File: src/rtl/generate_instruction.sv
// DDR4 FCFS command generator: issues NOP/PRE/ACT/RD/WR for the FIFO head request.
// Latency: command/pop are combinational (Mealy) from registered bank state; state updates at the next edge.
// Backpressure: waits with NOP until the bank's timing countdowns allow; pops only with the completing RD/WR.
module generate_instruction #(
    parameter int T_RCD   = 4,
    parameter int T_RP    = 4,
    parameter int T_RAS   = 10,
    parameter int T_RTP   = 3,
    parameter int T_WR    = 5,
    parameter int T_RRD_S = 2,
    parameter int T_RRD_L = 3,
    parameter int T_CCD_S = 2,
    parameter int T_CCD_L = 3,
    parameter int T_RTW   = 4,
    parameter int T_WTR   = 3
) (
    input  logic        clk,
    input  logic        reset,
    input  logic [31:0] address,
    input  logic        r_w,
    input  logic [31:0] write_data,
    input  logic        fifo_empty,
    output logic        pop,
    output logic [2:0]  command
);

    typedef enum logic [2:0] {
        CMD_NOP = 3'd0,
        CMD_PRE = 3'd1,
        CMD_ACT = 3'd2,
        CMD_RD  = 3'd3,
        CMD_WR  = 3'd4
    } cmd_e;

    typedef struct packed {
        logic        is_open;
        logic [13:0] open_row;
        logic [5:0]  t_can_pre;
        logic [5:0]  t_can_act;
        logic [5:0]  t_can_rd;
        logic [5:0]  t_can_wr;
    } bank_t;

    // A constraint of N cycles loads N-1 so the dependent command is legal in cycle k+N.
    localparam logic [5:0] L_RCD   = 6'(T_RCD - 1);
    localparam logic [5:0] L_RP    = 6'(T_RP - 1);
    localparam logic [5:0] L_RAS   = 6'(T_RAS - 1);
    localparam logic [5:0] L_RTP   = 6'(T_RTP - 1);
    localparam logic [5:0] L_WR    = 6'(T_WR - 1);
    localparam logic [5:0] L_RRD_S = 6'(T_RRD_S - 1);
    localparam logic [5:0] L_RRD_L = 6'(T_RRD_L - 1);
    localparam logic [5:0] L_CCD_S = 6'(T_CCD_S - 1);
    localparam logic [5:0] L_CCD_L = 6'(T_CCD_L - 1);
    localparam logic [5:0] L_RTW   = 6'(T_RTW - 1);
    localparam logic [5:0] L_WTR   = 6'(T_WTR - 1);

    bank_t bank_info [0:15];
    bank_t bank_next [0:15];

    logic [13:0] req_row;
    logic [1:0]  req_bg;
    logic [3:0]  req_bank;
    bank_t       head;
    cmd_e        cmd;

    // Column, write data and spare address bits do not affect command selection.
    logic unused_bits;
    assign unused_bits = ^{write_data, address[31:30], address[11:0]};

    assign req_row  = address[29:16];
    assign req_bg   = address[15:14];
    assign req_bank = address[15:12];
    assign head     = bank_info[req_bank];
    assign command  = cmd;

    // Saturating decrement, then take the larger of that and any new load.
    function automatic logic [5:0] dec_max(input logic [5:0] cnt, input logic [5:0] load);
        logic [5:0] d;
        d = (cnt == 6'd0) ? 6'd0 : cnt - 6'd1;
        return (d > load) ? d : load;
    endfunction

    // Pick the single command for the head request from its bank's state.
    always_comb begin
        cmd = CMD_NOP;
        pop = 1'b0;
        if (!reset && !fifo_empty) begin
            if (!head.is_open) begin
                if (head.t_can_act == 6'd0) cmd = CMD_ACT;
            end else if (head.open_row != req_row) begin
                if (head.t_can_pre == 6'd0) cmd = CMD_PRE;
            end else if (!r_w) begin
                if (head.t_can_rd == 6'd0) begin
                    cmd = CMD_RD;
                    pop = 1'b1;
                end
            end else begin
                if (head.t_can_wr == 6'd0) begin
                    cmd = CMD_WR;
                    pop = 1'b1;
                end
            end
        end
    end

    // Next bank state: apply the issued command's row effect and timing loads to every bank.
    always_comb begin
        logic [3:0] idx;
        logic       same_bank;
        logic       same_bg;
        logic [5:0] ld_pre;
        logic [5:0] ld_act;
        logic [5:0] ld_rd;
        logic [5:0] ld_wr;
        bank_t      nxt;
        for (int i = 0; i < 16; i++) begin
            idx       = 4'(i);
            same_bank = (idx == req_bank);
            same_bg   = (idx[3:2] == req_bg);
            ld_pre    = 6'd0;
            ld_act    = 6'd0;
            ld_rd     = 6'd0;
            ld_wr     = 6'd0;
            nxt       = bank_info[i];
            case (cmd)
                CMD_ACT: begin
                    if (same_bank) begin
                        nxt.is_open  = 1'b1;
                        nxt.open_row = req_row;
                        ld_rd        = L_RCD;
                        ld_wr        = L_RCD;
                        ld_pre       = L_RAS;
                    end else begin
                        ld_act = same_bg ? L_RRD_L : L_RRD_S;
                    end
                end
                CMD_PRE: begin
                    if (same_bank) begin
                        nxt.is_open = 1'b0;
                        ld_act      = L_RP;
                    end
                end
                CMD_RD: begin
                    if (same_bank) ld_pre = L_RTP;
                    ld_rd = same_bg ? L_CCD_L : L_CCD_S;
                    ld_wr = L_RTW;
                end
                CMD_WR: begin
                    if (same_bank) ld_pre = L_WR;
                    ld_wr = same_bg ? L_CCD_L : L_CCD_S;
                    ld_rd = L_WTR;
                end
                default: ;
            endcase
            nxt.t_can_pre = dec_max(bank_info[i].t_can_pre, ld_pre);
            nxt.t_can_act = dec_max(bank_info[i].t_can_act, ld_act);
            nxt.t_can_rd  = dec_max(bank_info[i].t_can_rd, ld_rd);
            nxt.t_can_wr  = dec_max(bank_info[i].t_can_wr, ld_wr);
            bank_next[i]  = nxt;
        end
    end

    // Bank state register; reset closes every bank and clears all countdowns.
    always_ff @(posedge clk) begin
        for (int i = 0; i < 16; i++) begin
            if (reset) bank_info[i] <= '0;
            else       bank_info[i] <= bank_next[i];
        end
    end

endmodule

File: config.mk
export PLATFORM = sky130hd
export DESIGN_NAME = generate_instruction
export DESIGN_NICKNAME = d
export VERILOG_FILES = /design/src/rtl/generate_instruction.sv
export SDC_FILE = /design/constraint.sdc
export NUM_CORES = 2
export LEC_CHECK = 0
export CAP_MARGIN = 20
export CORE_MARGIN = 2
export CORE_UTILIZATION = 35
export DETAILED_ROUTE_END_ITERATION = 8
export PLACE_DENSITY = 0.53
export SLEW_MARGIN = 20
export SYNTH_ARGS = -nofsm -noshare
export SYNTH_HDL_FRONTEND = slang
export SYNTH_SLANG_ARGS = --single-unit
File: constraint.sdc
create_clock -name clk -period 12.2 [get_ports clk]
set_input_delay 1.22 -clock clk [delete_from_list [all_inputs] [get_ports clk]]
set_output_delay 1.22 -clock clk [all_outputs]
set_load 0.01 [all_outputs]
# --- Word level (Yosys, flattened, before mapping) ---
# Memories as Yosys holds them, arrays and structs flattened.
# Cells that the tools add are included.
op_classes:
  n_reduce_logical: 73
  mux: 373
  n_addsub: 64
  n_lt_le_gt_ge: 64
  n_eq_ne: 23
  bitwise_logic: 16
ops:
  columns: ["op", "count"]
  rows:
  - ["two-way mux 6 bit", 128]
  - ["two-way mux 39 bit", 16]
  - ["zero test 6 bit", 68]
  - ["greater-than comparator 6 bit", 64]
  - ["subtractor 6 x 1 -> 6 bit, second input constant", 64]
  - ["two-way mux 15 bit", 16]
  - ["two-way mux 14 bit", 16]
  - ["one-hot mux 2 bit (3 select lines)", 32]
  - ["one-hot mux 4 bit (3 select lines)", 16]
  - ["two-way mux 2 bit", 54]
  - ["two-way mux 4 bit", 16]
  - ["one-hot mux 2 bit (2 select lines)", 16]
  - ["two-way mux 3 bit", 21]
  - ["equality test 4 bit, first input constant", 8]
  - ["one-hot mux 1 bit (2 select lines)", 16]
  - ["two-way mux 1 bit", 26]
  - ["equality test 3 x 4 -> 1 bit, first input constant", 4]
  - ["OR 1 bit", 16]
  - ["inequality test 14 bit", 1]
  - ["equality test 2 x 4 -> 1 bit, first input constant", 2]
  - ["equality test 3 x 2 -> 1 bit, second input constant", 2]
  - ["equality test 1 x 4 -> 1 bit, first input constant", 1]
  - ["equality test 2 bit, first input constant", 2]
  - ["zero test 4 bit", 1]
  - ["6 further kinds", 7]
totals:
  mem_bits_rw: 624
  elab_cells: 614
  ff_bits: 0
  inputBits: 68
  mem_count: 1
mem_list:
  columns: ["name", "depth", "word_bits", "rd", "rd_clocked_by_memory_dff", "wr", "line_no", "rtl"]
  rows:
  - ["bank_info", 16, 39, 17, 0, 16, "57", "bank_t bank_info [0:15];"]

# --- Depth between registers and ports, before layout ---
# An unclocked memory read counts as a cell.
logic_depth:
  depth_word: 12
  depth_mapped: 24

# --- Worst setup path after synthesis ---
# Ideal clock, no wire load.
synth_path:
  path_kind: "input to register"
  start: "input port address[14]"
  end: "memory bank_info[14][18] in the netlist's numbering"
  path_buffers: 5
  path_slack_ns: 6.813
  required_ns: 12.135
  cell_stages: 22
  arrival_time_ns: 5.322
  path_cell_list: "buf_2 > buf_2 > buf_2 > mux4_2 > a221oi_1 > xnor2_1 > a2111oi_2 > nand4_1 > buf_4 > nor3_4 > clkbuf_1 > nand2_1 > ha_1 > nor2b_1 > o21ai_0 > nand2b_1 > a21oi_1 > a41oi_1 > or3_1 > nor2_1 > o21ba_2 > nor2_1"
synth_rtl:
  columns: ["element", "line_no", "rtl"]
  rows:
  - ["from (decl)", "19", "input logic [31:0] address,"]
  - ["to (decl)", "57", null]

# --- Worst setup path in the final report ---
layout_path:
  start: "input port address[13]"
  end: "output port pop"
layout_between:
  elab_chain_cells: 7
layout_rtl:
  columns: ["element", "line_no", "rtl"]
  rows:
  - ["memory (16 x 39 bit) *", null, null]
  - ["zero test 6 bit (on tied branches)", "93, 98", null]
  - ["two-way mux 1 bit (on tied branches)", "93, 98", null]
  - ["two-way mux 1 bit", "92", "end else if (!r_w) begin"]
  - ["two-way mux 1 bit", "90", "end else if (head.open_row != req_row) begin"]
  - ["two-way mux 1 bit *", "88", "if (!head.is_open) begin"]
  - ["two-way mux 1 bit *", "87", "if (!reset && !fifo_empty) begin"]
  - ["to (decl)", "23", "output logic pop,"]
# Mark *: on every way between the ends. The rest lies on a longest branch, timed or not.

==> flow_metrics.py <==
metrics = {
    "run_status": {
        "run_status": "finished clean",
    },
    "power": {
        "clockPowerShare_pct": 21.1,
        "p_comb_share_pct": 51.8,
        "power.leakage_nw": 15.9,
        "power.total_w": 0.0110,
        "ir_drop_mv": 0.119,
        "cellPowerDensity_mw_per_mm2": 270,
        "p_int_w": 0.00639,
        "p_seq_share_pct": 27.1,
        "p_sw_w": 0.00462,
        "netSwitchingFraction_pct": 42.0,
    },
    "setup_path": {
        "regToRegSetupSlack_ns": 6.42,
        "r2r_cells": 19,
        "worstPathMaxFanout": 79,
        "cp.required_ns": 10.98,
        "worstSetupPathType": "primary input to output pin",
        "worst_r2r_endpoint": "bank_info[8][12]$_SDFF_PP0_",
        "r2r-start": "bank_info[14][36]$_SDFFE_PP0N_",
        "crit_arrival_ns": 6.78,
        "end_kind": "output pin",
        "start_kind": "primary input",
    },
    "cells_and_area": {
        "regArea_mm2": 0.0125,
        "drive_gt1_share_pct": 7.44,
        "multi_input_area_mm2": 0.0222,
        "num-fill-cells": 10699,
        "nets": 5069,
        "diodes": 0,
        "syn_to_final_growth_pct": 11.2,
        "largest-register": "bank_info",
        "largestRegisters": "bank_info: 624 flops",
        "largest_reg_flops": 624,
    },
    "clock_tree": {
        "ctsHoldBuffers": 0,
        "cts_tree": "yes",
        "clock_sinks": 624,
        "post-cts-setup-buffers": 0,
        "htreeDepth": 3,
        "path_clk_slew_ns": 0.06,
        "cts_resized": 0,
        "clock_path_buffers": 3,
        "clkLatencyLatePin_ns": 0.65,
        "root_buffer": "clkbuf_16",
        "cts_made_buffers": 75,
    },
    "place": {
        "port_buffers": 25,
        "dpl_worst_slack_ns": 4.13,
        "gp_congestion": 0.840,
        "hpwl_um": 70000,
    },
    "logic_synthesis": {
        "synth_top_cell_by_area": "dfxtp_1",
        "netlist.area_leader.share_pct": 34.0,
        "synth_cells": 4795,
        "yosys-top-cells-area": "dfxtp_1 (34%), ha_1 (9.3%), nand2_1 (7.7%)",
        "synth.yosys.warnings": 0,
        "synth_edf_count": 0,
        "avgSynthCellArea_um2": 7.66,
        "async_flop_share_pct": 0,
        "yosysMostFrequentCell": "nand2_1",
        "ys_ff_latch": 624,
        "ys_seq_area_share_pct": 34.0,
        "yosysUniqueCellTypes": 84,
        "synthTopCellsByCount": "nand2_1 (757), dfxtp_1 (624), nor2_1 (534)",
        "synth_fp_nets": 5137,
        "synth_ff_type": "dfxtp_1",
        "syn_area_mm2": 0.0367,
    },
    "route": {
        "drtPass1Iterations": 5,
        "wl_per_cell_um": 17.8,
        "totalWireLength_um": 110000,
        "vias": 32610,
        "drtAntennaViolNets": 0,
        "drc_errors": 0,
        "viasPerCell": 5.29,
        "drtIter0Drc": 2368,
    },
    "grt": {
        "grt_pass1_wl_um": 172000,
        "antenna_found_initial": 4,
        "grt_use_total_pct": 20.1,
        "grt_overflow_total": 0,
        "grt_pass1_vias": 30355,
        "grt_max_degree": 184,
    },
    "sta": {
        "period_minus_slack_ns": 8.00,
        "rsz0062_at_grt": "false",
        "finalClockSkew_ns": 0.0338,
        "hold_viol_final": 0,
        "tns_ns": 0,
        "max_slew_margin_pct": 28.6,
        "fin_crit_sh_pct": 65.6,
        "worst_pin_slew_ns": 1.07,
        "finalSetupViolCount": 0,
        "fmax_mhz": 125,
        "slew_viol_final": 0,
        "worst_slack_ns": 4.20,
    },
    "floorplan": {
        "initial_core_util_pct": 35.4,
        "dieArea_mm2": 0.108,
        "die_w_um": 328,
        "pin_count": 72,
        "rows": 118,
        "core-area_mm2": 0.104,
        "die_y_um": 328,
    },
    "hold_path": {
        "hold_path_class": "register to register",
        "hold_end": "bank_info[6][27]$_SDFFE_PP0N_",
        "holdPathStages": 2,
        "hp-start": "bank_info[6][27]$_SDFFE_PP0N_",
    },
    "run": {
        "cap_violations": 0,
    },
}
power by group through the flow:
stage               Clock [W]  Sequential [W]  Combinational, W
floorplan                   0         0.00290           0.00470
global placement            0         0.00302           0.00562
global route          0.00245         0.00307           0.00660
CTS                   0.00238         0.00298           0.00571
finish                0.00232         0.00299           0.00571
detailed placement          0         0.00302           0.00567
critical path, stage by stage:
cell	delay, ns
buf_4	0.29
buf_12	0.42
and2_1	0.85
a221oi_1	0.26
xor2_1	0.21
nor4_1	0.76
o21ai_4	0.36
buf_4	0.40
nor3b_4	0.61
buf_4	0.46
or2_2	0.22
clkdlybuf4s50_1	0.53
stage by stage:
step                cell area, µm²  cells  util, %  hold slack [ns]
floorplan                    36700   4795        -            0.433
global placement             38300   6028     36.9            0.438
detailed placement           38300   6028     36.9            0.445
CTS                          40800   6161     39.3            0.453
global route                 40800   6163     39.4            0.467
finish                       40800   6163     39.4            0.450
layout make-up:
type	instances	share of cell area (%)
multi-input combinational	3651	54.4
clock inverter	19	0.591
timing repair buffer	99	2.06
inverter	276	2.54
tap	1380	4.23
clock buffer	114	5.60
sequential	624	30.6
kinds of logic (layout without fill, tap and decap cells):
logic type	after synthesis	in the layout	synth area share, %
AOI/OAI and AO/OA	1000	1000	16.1
buffers and inverters	520	508	5.58
adders and majority gates	274	274	9.34
DFF	624	624	34.0
and+or+nand+nor	2074	2074	25.8
muxes	142	142	5.27
xor gates and xnor gates	161	161	3.84
layout by cell type (no fill, tap or decap), types with 22 or more instances in the layout:
cell type,n
xnor2_1,130
or3_1,40
nand2b_1,61
a31oi_1,58
o31ai_1,36
or2_2,49
clkbuf_16,77
mux2i_1,74
mux4_2,38
a211oi_1,28
a21oi_1,512
nor4_1,41
o22ai_1,23
nor3_1,271
nand2_1,757
nand3_1,88
xor2_1,31
and3_1,32
ha_1,274
buf_4,73
inv_1,266
clkbuf_8,22
nor2_1,533
nor2b_1,71
nand4_1,25
dfxtp_1,624
nor3b_1,22
o21ai_0,163
or4_1,26
mux2_2,30
worst max path at each step:
stage | start | endpoint | slack (ns) | depth (start not counted)
2_1_floorplan | address[14] | bank_info[14][18]$_SDFF_PP0_ | 6.81 | 22
3_3_place_gp | address[13] | command[0] | 4.08 | 13
3_5_place_dp | address[13] | command[0] | 4.13 | 13
4_1_cts | address[13] | command[0] | 4.12 | 13
5_1_grt | address[13] | pop | 4.03 | 12
6_report | address[13] | pop | 4.20 | 12
per-layer routing:
metal | vias up | share of wire (%) | GRT usage, %
li1 | 16454 | - | -
met1 | 15383 | 48 | 27.7
met2 | 609 | 44 | 32.3
met3 | 162 | 4.9 | 3.32
met4 | 2 | 2.7 | 5.82
met5 | - | 0.010 | 0
Note: power is estimated with default switching activity, not from simulation.
